<file path="src/rtl/decode_stage_pkg.sv">
// Shared decode types: opcode constants, instruction format
// and the decoded register-specifier bundle.
package decode_stage_pkg;

    localparam int FLD_W = 3;

    localparam logic [4:0] OPC_JAL  = 5'b00110;
    localparam logic [4:0] OPC_JALR = 5'b00111;
    localparam logic [4:0] OPC_ST   = 5'b10000;
    localparam logic [4:0] OPC_SLBI = 5'b10010;
    localparam logic [4:0] OPC_STU  = 5'b10011;
    localparam logic [4:0] OPC_LBI  = 5'b11000;

    typedef enum logic [1:0] {
        T_J  = 2'b00,
        T_I1 = 2'b01,
        T_I2 = 2'b10,
        T_R  = 2'b11
    } itype_e;

    typedef struct packed {
        logic [FLD_W-1:0] rs1;
        logic [FLD_W-1:0] rs2;
        logic [FLD_W-1:0] rd;
        logic             rs1_en;
        logic             rs2_en;
        logic             rd_en;
    } dec_t;

endpackage

</file>
<file path="src/rtl/decode_stage_if.sv">
// Upstream/downstream valid-ready bundle for the decode stage.
// master is the surrounding pipeline, slave is the stage itself.
interface decode_stage_if #(
    parameter int PC_W  = 16,
    parameter int REG_W = 3
);
    logic             in_valid;
    logic             in_ready;
    logic [15:0]      in_instr;
    logic [1:0]       in_type;
    logic [PC_W-1:0]  in_pc;

    logic             out_valid;
    logic             out_ready;
    logic [15:0]      out_instr;
    logic [PC_W-1:0]  out_pc;
    logic [REG_W-1:0] out_rs1;
    logic [REG_W-1:0] out_rs2;
    logic [REG_W-1:0] out_rd;
    logic             out_rs1_en;
    logic             out_rs2_en;
    logic             out_rd_en;

    modport master (
        output in_valid, in_instr, in_type, in_pc, out_ready,
        input  in_ready, out_valid, out_instr, out_pc,
        input  out_rs1, out_rs2, out_rd,
        input  out_rs1_en, out_rs2_en, out_rd_en
    );

    modport slave (
        input  in_valid, in_instr, in_type, in_pc, out_ready,
        output in_ready, out_valid, out_instr, out_pc,
        output out_rs1, out_rs2, out_rd,
        output out_rs1_en, out_rs2_en, out_rd_en
    );
endinterface

</file>
<file path="src/rtl/decode_fields.sv">
// Combinational register-specifier extraction per instruction format.
// Unused specifiers come out as zero with their enable low.
module decode_fields
    import decode_stage_pkg::*;
#(
    parameter int NREGS = 8
) (
    input  logic [15:0] instr_i,
    input  logic [1:0]  type_i,
    output dec_t        dec_o
);
    localparam logic [FLD_W-1:0] LINK = FLD_W'(NREGS - 1);

    logic [4:0]       opc;
    logic [FLD_W-1:0] fa;
    logic [FLD_W-1:0] fb;
    logic [FLD_W-1:0] fc;
    itype_e           t;

    assign opc = instr_i[15:11];
    assign fa  = instr_i[10:8];
    assign fb  = instr_i[7:5];
    assign fc  = instr_i[4:2];
    assign t   = itype_e'(type_i);

    always_comb begin
        dec_o = '0;
        unique case (1'b1)
            (t == T_J): begin
                if (opc == OPC_JAL) begin
                    dec_o.rd    = LINK;
                    dec_o.rd_en = 1'b1;
                end
            end
            (t == T_I1): begin
                dec_o.rs1    = fa;
                dec_o.rs1_en = 1'b1;
                if (opc == OPC_ST || opc == OPC_STU) begin
                    dec_o.rs2    = fb;
                    dec_o.rs2_en = 1'b1;
                end
                // STU writes back its base register; plain ST has no rd
                if (opc == OPC_STU) begin
                    dec_o.rd    = fa;
                    dec_o.rd_en = 1'b1;
                end else if (opc != OPC_ST) begin
                    dec_o.rd    = fb;
                    dec_o.rd_en = 1'b1;
                end
            end
            (t == T_I2): begin
                if (opc != OPC_LBI) begin
                    dec_o.rs1    = fa;
                    dec_o.rs1_en = 1'b1;
                end
                if (opc == OPC_JALR) begin
                    dec_o.rd    = LINK;
                    dec_o.rd_en = 1'b1;
                end else if (opc == OPC_SLBI || opc == OPC_LBI) begin
                    dec_o.rd    = fa;
                    dec_o.rd_en = 1'b1;
                end
            end
            default: begin
                dec_o.rs1    = fa;
                dec_o.rs2    = fb;
                dec_o.rd     = fc;
                dec_o.rs1_en = 1'b1;
                dec_o.rs2_en = 1'b1;
                dec_o.rd_en  = 1'b1;
            end
        endcase
    end
endmodule

</file>
<file path="src/rtl/decode_stage.sv">
// Decode stage: one-entry output register, busy-bit scoreboard
// for RAW/WAW interlock, and a saturating hazard-stall counter.
module decode_stage
    import decode_stage_pkg::*;
#(
    parameter int PC_W    = 16,
    parameter int NREGS   = 8,
    parameter int CNT_W   = 16,
    localparam int REG_W  = $clog2(NREGS)
) (
    input  logic              clk,
    input  logic              rst_n,
    decode_stage_if.slave     io,
    input  logic              wb_valid,
    input  logic [REG_W-1:0]  wb_reg,
    input  logic              flush,
    output logic [CNT_W-1:0]  stall_cnt
);
    dec_t             dec;
    logic [REG_W-1:0] rs1;
    logic [REG_W-1:0] rs2;
    logic [REG_W-1:0] rd;
    logic             hazard;
    logic             accept;

    logic             out_valid_q, out_valid_d;
    logic [NREGS-1:0] busy_q, busy_d;
    logic [CNT_W-1:0] cnt_q, cnt_d;
    logic [15:0]      instr_q;
    logic [PC_W-1:0]  pc_q;
    logic [REG_W-1:0] rs1_q, rs2_q, rd_q;
    logic             rs1_en_q, rs2_en_q, rd_en_q;

    decode_fields #(.NREGS(NREGS)) u_fields (
        .instr_i (io.in_instr),
        .type_i  (io.in_type),
        .dec_o   (dec)
    );

    assign rs1 = REG_W'(dec.rs1);
    assign rs2 = REG_W'(dec.rs2);
    assign rd  = REG_W'(dec.rd);

    assign hazard = (dec.rs1_en & busy_q[rs1])
                  | (dec.rs2_en & busy_q[rs2])
                  | (dec.rd_en  & busy_q[rd]);

    assign io.in_ready = !hazard && (!out_valid_q || io.out_ready) && !flush;
    assign accept      = io.in_valid && io.in_ready;

    always_comb begin
        busy_d = busy_q;
        // a flushed instruction never reached writeback, so release its rd
        if (flush && out_valid_q && rd_en_q && !io.out_ready)
            busy_d[rd_q] = 1'b0;
        if (wb_valid)
            busy_d[wb_reg] = 1'b0;
        if (accept && dec.rd_en)
            busy_d[rd] = 1'b1;
    end

    always_comb begin
        out_valid_d = out_valid_q;
        if (flush)
            out_valid_d = 1'b0;
        else if (accept)
            out_valid_d = 1'b1;
        else if (io.out_ready)
            out_valid_d = 1'b0;
    end

    always_comb begin
        cnt_d = cnt_q;
        if (io.in_valid && hazard && cnt_q != '1)
            cnt_d = cnt_q + 1'b1;
    end

    always_ff @(posedge clk or negedge rst_n) begin
        if (!rst_n) begin
            out_valid_q <= 1'b0;
            busy_q      <= '0;
            cnt_q       <= '0;
            instr_q     <= '0;
            pc_q        <= '0;
            rs1_q       <= '0;
            rs2_q       <= '0;
            rd_q        <= '0;
            rs1_en_q    <= 1'b0;
            rs2_en_q    <= 1'b0;
            rd_en_q     <= 1'b0;
        end else begin
            out_valid_q <= out_valid_d;
            busy_q      <= busy_d;
            cnt_q       <= cnt_d;
            if (accept) begin
                instr_q  <= io.in_instr;
                pc_q     <= io.in_pc;
                rs1_q    <= rs1;
                rs2_q    <= rs2;
                rd_q     <= rd;
                rs1_en_q <= dec.rs1_en;
                rs2_en_q <= dec.rs2_en;
                rd_en_q  <= dec.rd_en;
            end
        end
    end

    assign io.out_valid  = out_valid_q;
    assign io.out_instr  = instr_q;
    assign io.out_pc     = pc_q;
    assign io.out_rs1    = rs1_q;
    assign io.out_rs2    = rs2_q;
    assign io.out_rd     = rd_q;
    assign io.out_rs1_en = rs1_en_q;
    assign io.out_rs2_en = rs2_en_q;
    assign io.out_rd_en  = rd_en_q;
    assign stall_cnt     = cnt_q;
endmodule

</file>
<file path="src/flat_wrapper.sv">
// flat-port wrapper written by rule: the top's interface ports become plain ports
module decode_stage_flat import decode_stage_pkg::*;
#(
    parameter int PC_W    = 16,
    parameter int NREGS   = 8,
    parameter int CNT_W   = 16,
    localparam int REG_W  = $clog2(NREGS)
)
  (clk, rst_n, wb_valid, wb_reg, flush, stall_cnt, io_in_valid, io_in_instr, io_in_type, io_in_pc, io_out_ready, io_in_ready, io_out_valid, io_out_instr, io_out_pc, io_out_rs1, io_out_rs2, io_out_rd, io_out_rs1_en, io_out_rs2_en, io_out_rd_en);
  decode_stage_if #(.PC_W(PC_W), .REG_W(3)) io_i ();
  input  logic clk;
  input  logic rst_n;
  input  logic wb_valid;
  input  logic [REG_W-1:0] wb_reg;
  input  logic flush;
  output logic [CNT_W-1:0] stall_cnt;
  input wire logic [$bits(io_i.in_valid)-1:0] io_in_valid;
  input wire logic [$bits(io_i.in_instr)-1:0] io_in_instr;
  input wire logic [$bits(io_i.in_type)-1:0] io_in_type;
  input wire logic [$bits(io_i.in_pc)-1:0] io_in_pc;
  input wire logic [$bits(io_i.out_ready)-1:0] io_out_ready;
  output wire logic [$bits(io_i.in_ready)-1:0] io_in_ready;
  output wire logic [$bits(io_i.out_valid)-1:0] io_out_valid;
  output wire logic [$bits(io_i.out_instr)-1:0] io_out_instr;
  output wire logic [$bits(io_i.out_pc)-1:0] io_out_pc;
  output wire logic [$bits(io_i.out_rs1)-1:0] io_out_rs1;
  output wire logic [$bits(io_i.out_rs2)-1:0] io_out_rs2;
  output wire logic [$bits(io_i.out_rd)-1:0] io_out_rd;
  output wire logic [$bits(io_i.out_rs1_en)-1:0] io_out_rs1_en;
  output wire logic [$bits(io_i.out_rs2_en)-1:0] io_out_rs2_en;
  output wire logic [$bits(io_i.out_rd_en)-1:0] io_out_rd_en;
  assign io_i.in_valid = io_in_valid;
  assign io_i.in_instr = io_in_instr;
  assign io_i.in_type = io_in_type;
  assign io_i.in_pc = io_in_pc;
  assign io_i.out_ready = io_out_ready;
  assign io_in_ready = io_i.in_ready;
  assign io_out_valid = io_i.out_valid;
  assign io_out_instr = io_i.out_instr;
  assign io_out_pc = io_i.out_pc;
  assign io_out_rs1 = io_i.out_rs1;
  assign io_out_rs2 = io_i.out_rs2;
  assign io_out_rd = io_i.out_rd;
  assign io_out_rs1_en = io_i.out_rs1_en;
  assign io_out_rs2_en = io_i.out_rs2_en;
  assign io_out_rd_en = io_i.out_rd_en;
  decode_stage #(.PC_W(PC_W), .NREGS(NREGS), .CNT_W(CNT_W)) u_core (.clk(clk), .rst_n(rst_n), .io(io_i), .wb_valid(wb_valid), .wb_reg(wb_reg), .flush(flush), .stall_cnt(stall_cnt));
endmodule
</file>
<file path="config.mk">
export PLATFORM = sky130hd
export DESIGN_NAME = decode_stage_flat
export DESIGN_NICKNAME = d
export VERILOG_FILES = /design/src/rtl/decode_stage_pkg.sv /design/src/rtl/decode_stage_if.sv /design/src/rtl/decode_fields.sv /design/src/rtl/decode_stage.sv /design/src/flat_wrapper.sv
export SDC_FILE = /design/constraint.sdc
export NUM_CORES = 1
export LEC_CHECK = 0
export CAP_MARGIN = 20
export CELL_PAD_IN_SITES_DETAIL_PLACEMENT = 1
export CELL_PAD_IN_SITES_GLOBAL_PLACEMENT = 1
export CORE_AREA = 2 2 98 100
export CTS_CLUSTER_DIAMETER = 120
export CTS_CLUSTER_SIZE = 14
export DETAILED_ROUTE_END_ITERATION = 8
export DIE_AREA = 0 0 100 102
export GPL_TIMING_DRIVEN = 0
export PLACE_DENSITY_LB_ADDON = 0.3
export SLEW_MARGIN = 20
export SYNTH_ARGS = -nofsm -noshare
export SYNTH_HDL_FRONTEND = slang
export SYNTH_SLANG_ARGS = --single-unit
</file>
<file path="constraint.sdc">
create_clock -name clk -period 6.9 [get_ports clk]
set_input_delay 1.035 -clock clk [delete_from_list [all_inputs] [get_ports clk]]
set_output_delay 1.035 -clock clk [all_outputs]
set_load 0.05 [all_outputs]
</file>
==> flow_summary.ini, run 1 <==
[route]
viasPerCell = 5.54
drc_errors = 0
dr.first_iter.drc_count = 96
routed_wl_um = 10100
drt-pass1-iter-count = 4
wl_per_cell_um = 18.8
vias = 2975
ant_nets = 0

[placement]
place_area_sq_um = 4670
dp.cells = 521
io_buffers = 102
hpwl_um = 7430
place_congestion = 0.888

[final_layout]
design_area_sq_um = 4950
fillerInstances = 993
fin_nets = 465
area_growth_pct = 42.0
diodes = 0
fin_cells = 537
drive_gt1_frac = 0.150
regArea_sq_um = 1730
multi_input_area_sq_um = 1640

[clock_network]
clk_latency_ns = 0.35
cts_made_buffers = 9
clkTransAtPathRegs_ns = 0.08
cts_tree = done
htreeDepth = 3
clock_path_buffers = 2
post-cts-setup-buffer-count = 0
hold_buffers = 0
cts_sinks = 69
ctsResizeCount = 0
root_buffer = clkbuf_8

[critical_path]
crit_path_start_kind = primary input
r2r-start = u_core.stall_cnt[3]
r2r-end = u_core.stall_cnt[13]
slowest_stage = clkdlybuf4s50_1
reg2reg_slack_ns = 4.00
cp_slowest_stage_delay_ns = 0.86
path_cells = clkdlybuf4s50_1 -> buf_2 -> xor2_1 -> o21ai_0 -> a211oi_1 -> nor2_1 -> a2111oi_2 -> a31oi_1 -> a31o_2 -> nor3_1 -> clkdlybuf4s50_1
cp-startpoint = io_in_instr[11]
crit_path_frequent_cell = clkdlybuf4s50_1
path_class = primary input to output port
critPathCaptureType = output port
reg2regPathDepth = 12
crit_path_max_fanout = 10
worstPathArrival_ns = 4.58
required_ns = 5.86

[yosys]
muxShareOfSynthArea = 0.147
synth_compound_area_frac = 0.134
synthArstFlopShare = 1.00
synth_largest_area_cell = dfrtp_1
netlist_area_sq_um = 3490
synth_ff_type = dfrtp_1
synth_area_per_cell_sq_um = 11.4
syn_nets = 351
synthSimpleGateAreaFrac = 0.146
synth_fa_ha_area_frac = 0.00359
syn_inst = 307
ys_ff_latch = 69
ys_top_cells_by_count = 69 x dfrtp_1, 39 x nand2_1, 24 x mux2_4
ys_warn_count = 0
synthTopCellsByArea = dfrtp_1 49%, mux2_4 10%, nand2_1 4.2%
synth_xor_xnor_area_share = 0.0376
synth_top_family_by_area = multiplexers
synth_edf_count = 0
ys_types = 52
post-synth-top-count-cell = dfrtp_1
ys_seq_area_frac = 0.495
synth_top_cell_area_share = 0.495

[global_route]
gr-total-overflow = 0
grt_pass1_vias = 3100
grt_pass1_wl_um = 16300
grt_use_met3 = 0.0410
grtUsageMet2 = 0.345
busiest_layer = met2
grt_use_total = 0.205
grt_max_degree = 48
antenna_found_initial = 0
grtUsageMet1 = 0.271

[worst_hold_path]
hold_class = flop to flop
hold_depth = 2
min_from = u_core.io.out_rs1[0]
min_to = u_core.io.out_rs1[0]

[timing]
relSlewSlack = 0.549
finClkSkew_ns = 0.0103
fmax_mhz = 178
rsz0062_at_grt = no
fin_tns_setup_ns = 0
tightest_slew_ns = 0.670
finalSetupViolations = 0
hold_viol_final = 0
fin_crit_ns = 5.62
period_share = 0.814
drv_slew = 0

[floorplan]
fp.dieW_um = 100
coreArea_sq_um = 9110
die_y_um = 102
ios = 105
die_area_sq_um = 10200
start_util = 0.383
row_count = 35

[power_and_ir_drop]
clkPwrFrac = 0.220
p_switching_w = 0.000881
ir_worst_vdd_v = 0.000144
power_leakage_nw = 2.19
p_int_w = 0.00121
pwr-share-comb = 0.473
switching_share = 0.422
p_per_area_nw_per_um2 = 421
pwr-share-seq = 0.306

[job]
cap_violations = 0

[status]
status = completed
-- flip-flops by register name, summed over array words and instances, names as in the netlist --
signal                count
u_core.io.out_instr      16
u_core.io.out_rd_en       1
u_core.stall_cnt         16
u_core.io.out_rs1_en      1
u_core.busy_q             8
u_core.io.out_pc         16
u_core.io.out_valid       1
u_core.io.out_rd          3
u_core.io.out_rs1         3
u_core.io.out_rs2_en      1
u_core.io.out_rs2         3
-- power by group through the flow --
stage	clock network (W)	registers [W]	logic, W
4_1_cts	0.000466	0.000640	0.000998
5_1_grt	0.000487	0.000656	0.00104
3_5_place_dp	0	0.000645	0.000992
6_report	0.000460	0.000639	0.000988
3_3_place_gp	0	0.000635	0.000976
2_1_floorplan	0	0.00103	0.000245
-- critical path: cells and delay by family --
family,cells,cell delay [ns]
xor gates and xnor gates,1,0.29
AOI/OAI and AO/OA,5,1.32
and+or+nand+nor,2,0.35
buffers and inverters,3,1.58
-- cell families after synthesis --
group,Yosys count
and+or+nand+nor,96
DFF,69
AOI/OAI and AO/OA,67
muxes,34
buffers and inverters,25
xor gates and xnor gates,15
adders and majority gates,1
-- worst max-delay path by stage --
stage,end,depth (start not counted)
floorplan,io_in_ready,8
global placement,io_in_ready,10
detailed placement,io_in_ready,11
CTS,io_in_ready,11
global route,io_in_ready,11
finish,io_in_ready,11
-- cells in the final DEF, fill, tap and decap left out, types with 4 or more instances in the layout --
| cell type | instances |
|---|---|
| mux2_4 | 24 |
| o21ai_0 | 23 |
| nand3_1 | 5 |
| o31ai_1 | 8 |
| bufinv_16 | 4 |
| inv_1 | 12 |
| nor4_1 | 5 |
| clkbuf_8 | 11 |
| nand2b_1 | 8 |
| clkbuf_1 | 7 |
| dfrtp_1 | 69 |
| xor2_1 | 12 |
| and3_1 | 5 |
| o221ai_1 | 5 |
| mux4_2 | 4 |
| clkdlybuf4s50_1 | 101 |
| nor2_1 | 8 |
| a21oi_1 | 5 |
| buf_6 | 4 |
| nor3_1 | 5 |
| nand2_1 | 39 |
| nor4b_1 | 5 |
-- area by class of cell --
class	instances	share of cell area
inverter	12	0.00909
clock inverter	5	0.0260
clock buffer	11	0.0306
timing repair buffer	103	0.211
sequential	69	0.348
tap	111	0.0280
buffer	13	0.0164
multi-input combinational	213	0.330
-- routing by layer --
layer | vias up | wire length, um
met1 | 1517 | 4400
met5 | - | 0
met2 | 94 | 4980
met4 | 0 | 168
met3 | 15 | 540
li1 | 1349 | -
-- per-stage QoR --
stage                     setup slack, ns   util  power [W]  hold slack (ns)
after floorplan                      2.11      -    0.00128            0.532
after global placement               1.44  0.510    0.00161            0.467
after detailed placement             1.32  0.513    0.00164            0.477
after CTS                            1.26  0.544    0.00210            0.496
after global routing                 1.01  0.544    0.00218            0.522
final                                1.28  0.544    0.00209            0.486
No activity file was read; power rests on OpenSTA's default activity.
==> run 2: changes to the inputs <==
CORE_AREA = 2 2 102 104   (was 2 2 98 100)
DIE_AREA = 0 0 104 106   (was 0 0 100 102)
clock period = 5.8 ns   (was 6.9 ns; I/O delays follow)
==> run 2 against run 1 <==
Effect of this change: via count shrank 1.9%; setup slack lost 0.72 ns; non-clock buffer count is the same; register-to-register slack lost 1.2 ns; largest power group unchanged.
==> flow_summary.ini, run 2 (same netlist as run 1, synthesis figures left out) <==
[final_layout]
diodes = 0
fin_nets = 465
multi_input_area_sq_um = 1640
drive_gt1_frac = 0.148
layout_common_cells = 101 x clkdlybuf4s50_1, 69 x dfrtp_1, 39 x nand2_1, 24 x mux2_4, 23 x o21ai_0
regArea_sq_um = 1730
area_growth_pct = 42.0
fillerInstances = 1105
final_common_cell = clkdlybuf4s50_1

[route]
wl_per_cell_um = 18.1
drt-pass1-iter-count = 4
routed_wl_um = 10200
ant_nets = 0
drc_errors = 0
dr.first_iter.drc_count = 74
vias = 2919
viasPerCell = 5.19

[clock_network]
clock_path_buffers = 2
cts_made_buffers = 9
cts_tree = done
clk_latency_ns = 0.35
htreeDepth = 3
post-cts-setup-buffer-count = 0
cts_sinks = 69
ctsResizeCount = 0
root_buffer = clkbuf_8
hold_buffers = 0
clkTransAtPathRegs_ns = 0.08

[power_and_ir_drop]
p_int_w = 0.00138
power_leakage_nw = 2.17
pwr-share-comb = 0.485
clkPwrFrac = 0.204
ir_worst_vdd_v = 0.000172
switching_share = 0.433
p_switching_w = 0.00105
pwr-share-seq = 0.311
p_per_area_nw_per_um2 = 491
finalPower_w = 0.00243

[timing]
tightest_slew_ns = 0.617
finalSetupViolations = 0
relSlewSlack = 0.584
hold_viol_final = 0
fmax_mhz = 191
period_share = 0.904
finClkSkew_ns = 0.0105
fin_crit_ns = 5.24
rsz0062_at_grt = no
fin_tns_setup_ns = 0
drv_slew = 0
setup_slack_ns = 0.559

[global_route]
antenna_found_initial = 0
grt_pass1_wl_um = 16900
grt_max_degree = 50
gr-total-overflow = 0
grt_use_total = 0.191
grt_pass1_vias = 3202

[critical_path]
r2r-end = u_core.stall_cnt[15]
crit_path_max_fanout = 7
critPathCaptureType = output port
reg2reg_slack_ns = 2.84
required_ns = 4.93
reg2regPathDepth = 12
path_class = primary input to output port
r2r-start = u_core.stall_cnt[3]
crit_path_start_kind = primary input
worstPathArrival_ns = 4.37

[floorplan]
start_util = 0.349
ios = 105
fp.dieW_um = 104
row_count = 37
die_y_um = 106
coreArea_sq_um = 10000
die_area_sq_um = 11000

[placement]
place_congestion = 0.869
dp_slack_ns = 0.615
hpwl_um = 7730
io_buffers = 102

[worst_hold_path]
hold_class = primary input to async pin

[job]
cap_violations = 0

[status]
status = completed
run 2: cell count changes in the layout (fill, tap and decap cells not counted), sizes merged:
cell,before,now
bufinv,4,3
clkinvlp,0,1
run 2: per-layer routing:
metal	track usage	routed length (um)	part of all wire	vias to the layer above
li1	-	-	-	1343
met3	0.0380	458	0.045	15
met4	0.0676	161	0.016	0
met2	0.325	5100	0.50	83
met5	0	0	0	-
met1	0.244	4440	0.44	1478
run 2: critical path, cell delays in order:
cell,delay (ns)
clkdlybuf4s50_1,0.56
nor3b_1,0.41
a41oi_1,0.16
a211oi_1,0.40
nor2_1,0.18
a2111oi_2,0.36
a31oi_1,0.08
a31o_2,0.30
nor3_1,0.17
clkdlybuf4s50_1,0.86
run 2: worst max-delay path by stage:
stage               startpoint     endpoint  slack [ns]
6_report       io_in_instr[15]  io_in_ready        0.56
2_1_floorplan  io_in_instr[14]  io_in_ready        1.34
3_5_place_dp   io_in_instr[15]  io_in_ready        0.62
5_1_grt        io_in_instr[11]  io_in_ready        0.25
4_1_cts        io_in_instr[15]  io_in_ready        0.60
3_3_place_gp   io_in_instr[15]  io_in_ready        0.66
run 2: through the flow:
stage               hold slack, ns  instance area, sq um  cells  utilization
floorplan                    0.532                  3490    307            -
detailed placement           0.477                  4710    546        0.471
CTS                          0.406                  4950    562        0.495
global placement             0.467                  4680    545        0.468
global route                 0.422                  4950    562        0.495
finish                       0.404                  4950    562        0.495
run 2: power groups by stage:
stage | Clock, W | Sequential (W) | Combinational [W]
finish | 0.000497 | 0.000756 | 0.00118
global route | 0.000519 | 0.000779 | 0.00123
CTS | 0.000505 | 0.000755 | 0.00119
detailed placement | 0 | 0.000764 | 0.00119
global placement | 0 | 0.000757 | 0.00116
floorplan | 0 | 0.00123 | 0.000291
run 2: layout make-up:
| class | instances | area share |
|---|---|---|
| Buffer | 13 | 0.0164 |
| Multi-Input combinational cell | 213 | 0.330 |
| Inverter | 12 | 0.00909 |
| Timing Repair Buffer | 103 | 0.211 |
| Sequential cell | 69 | 0.349 |
| Clock inverter | 5 | 0.0215 |
| Tap cell | 136 | 0.0344 |
| Clock buffer | 11 | 0.0285 |
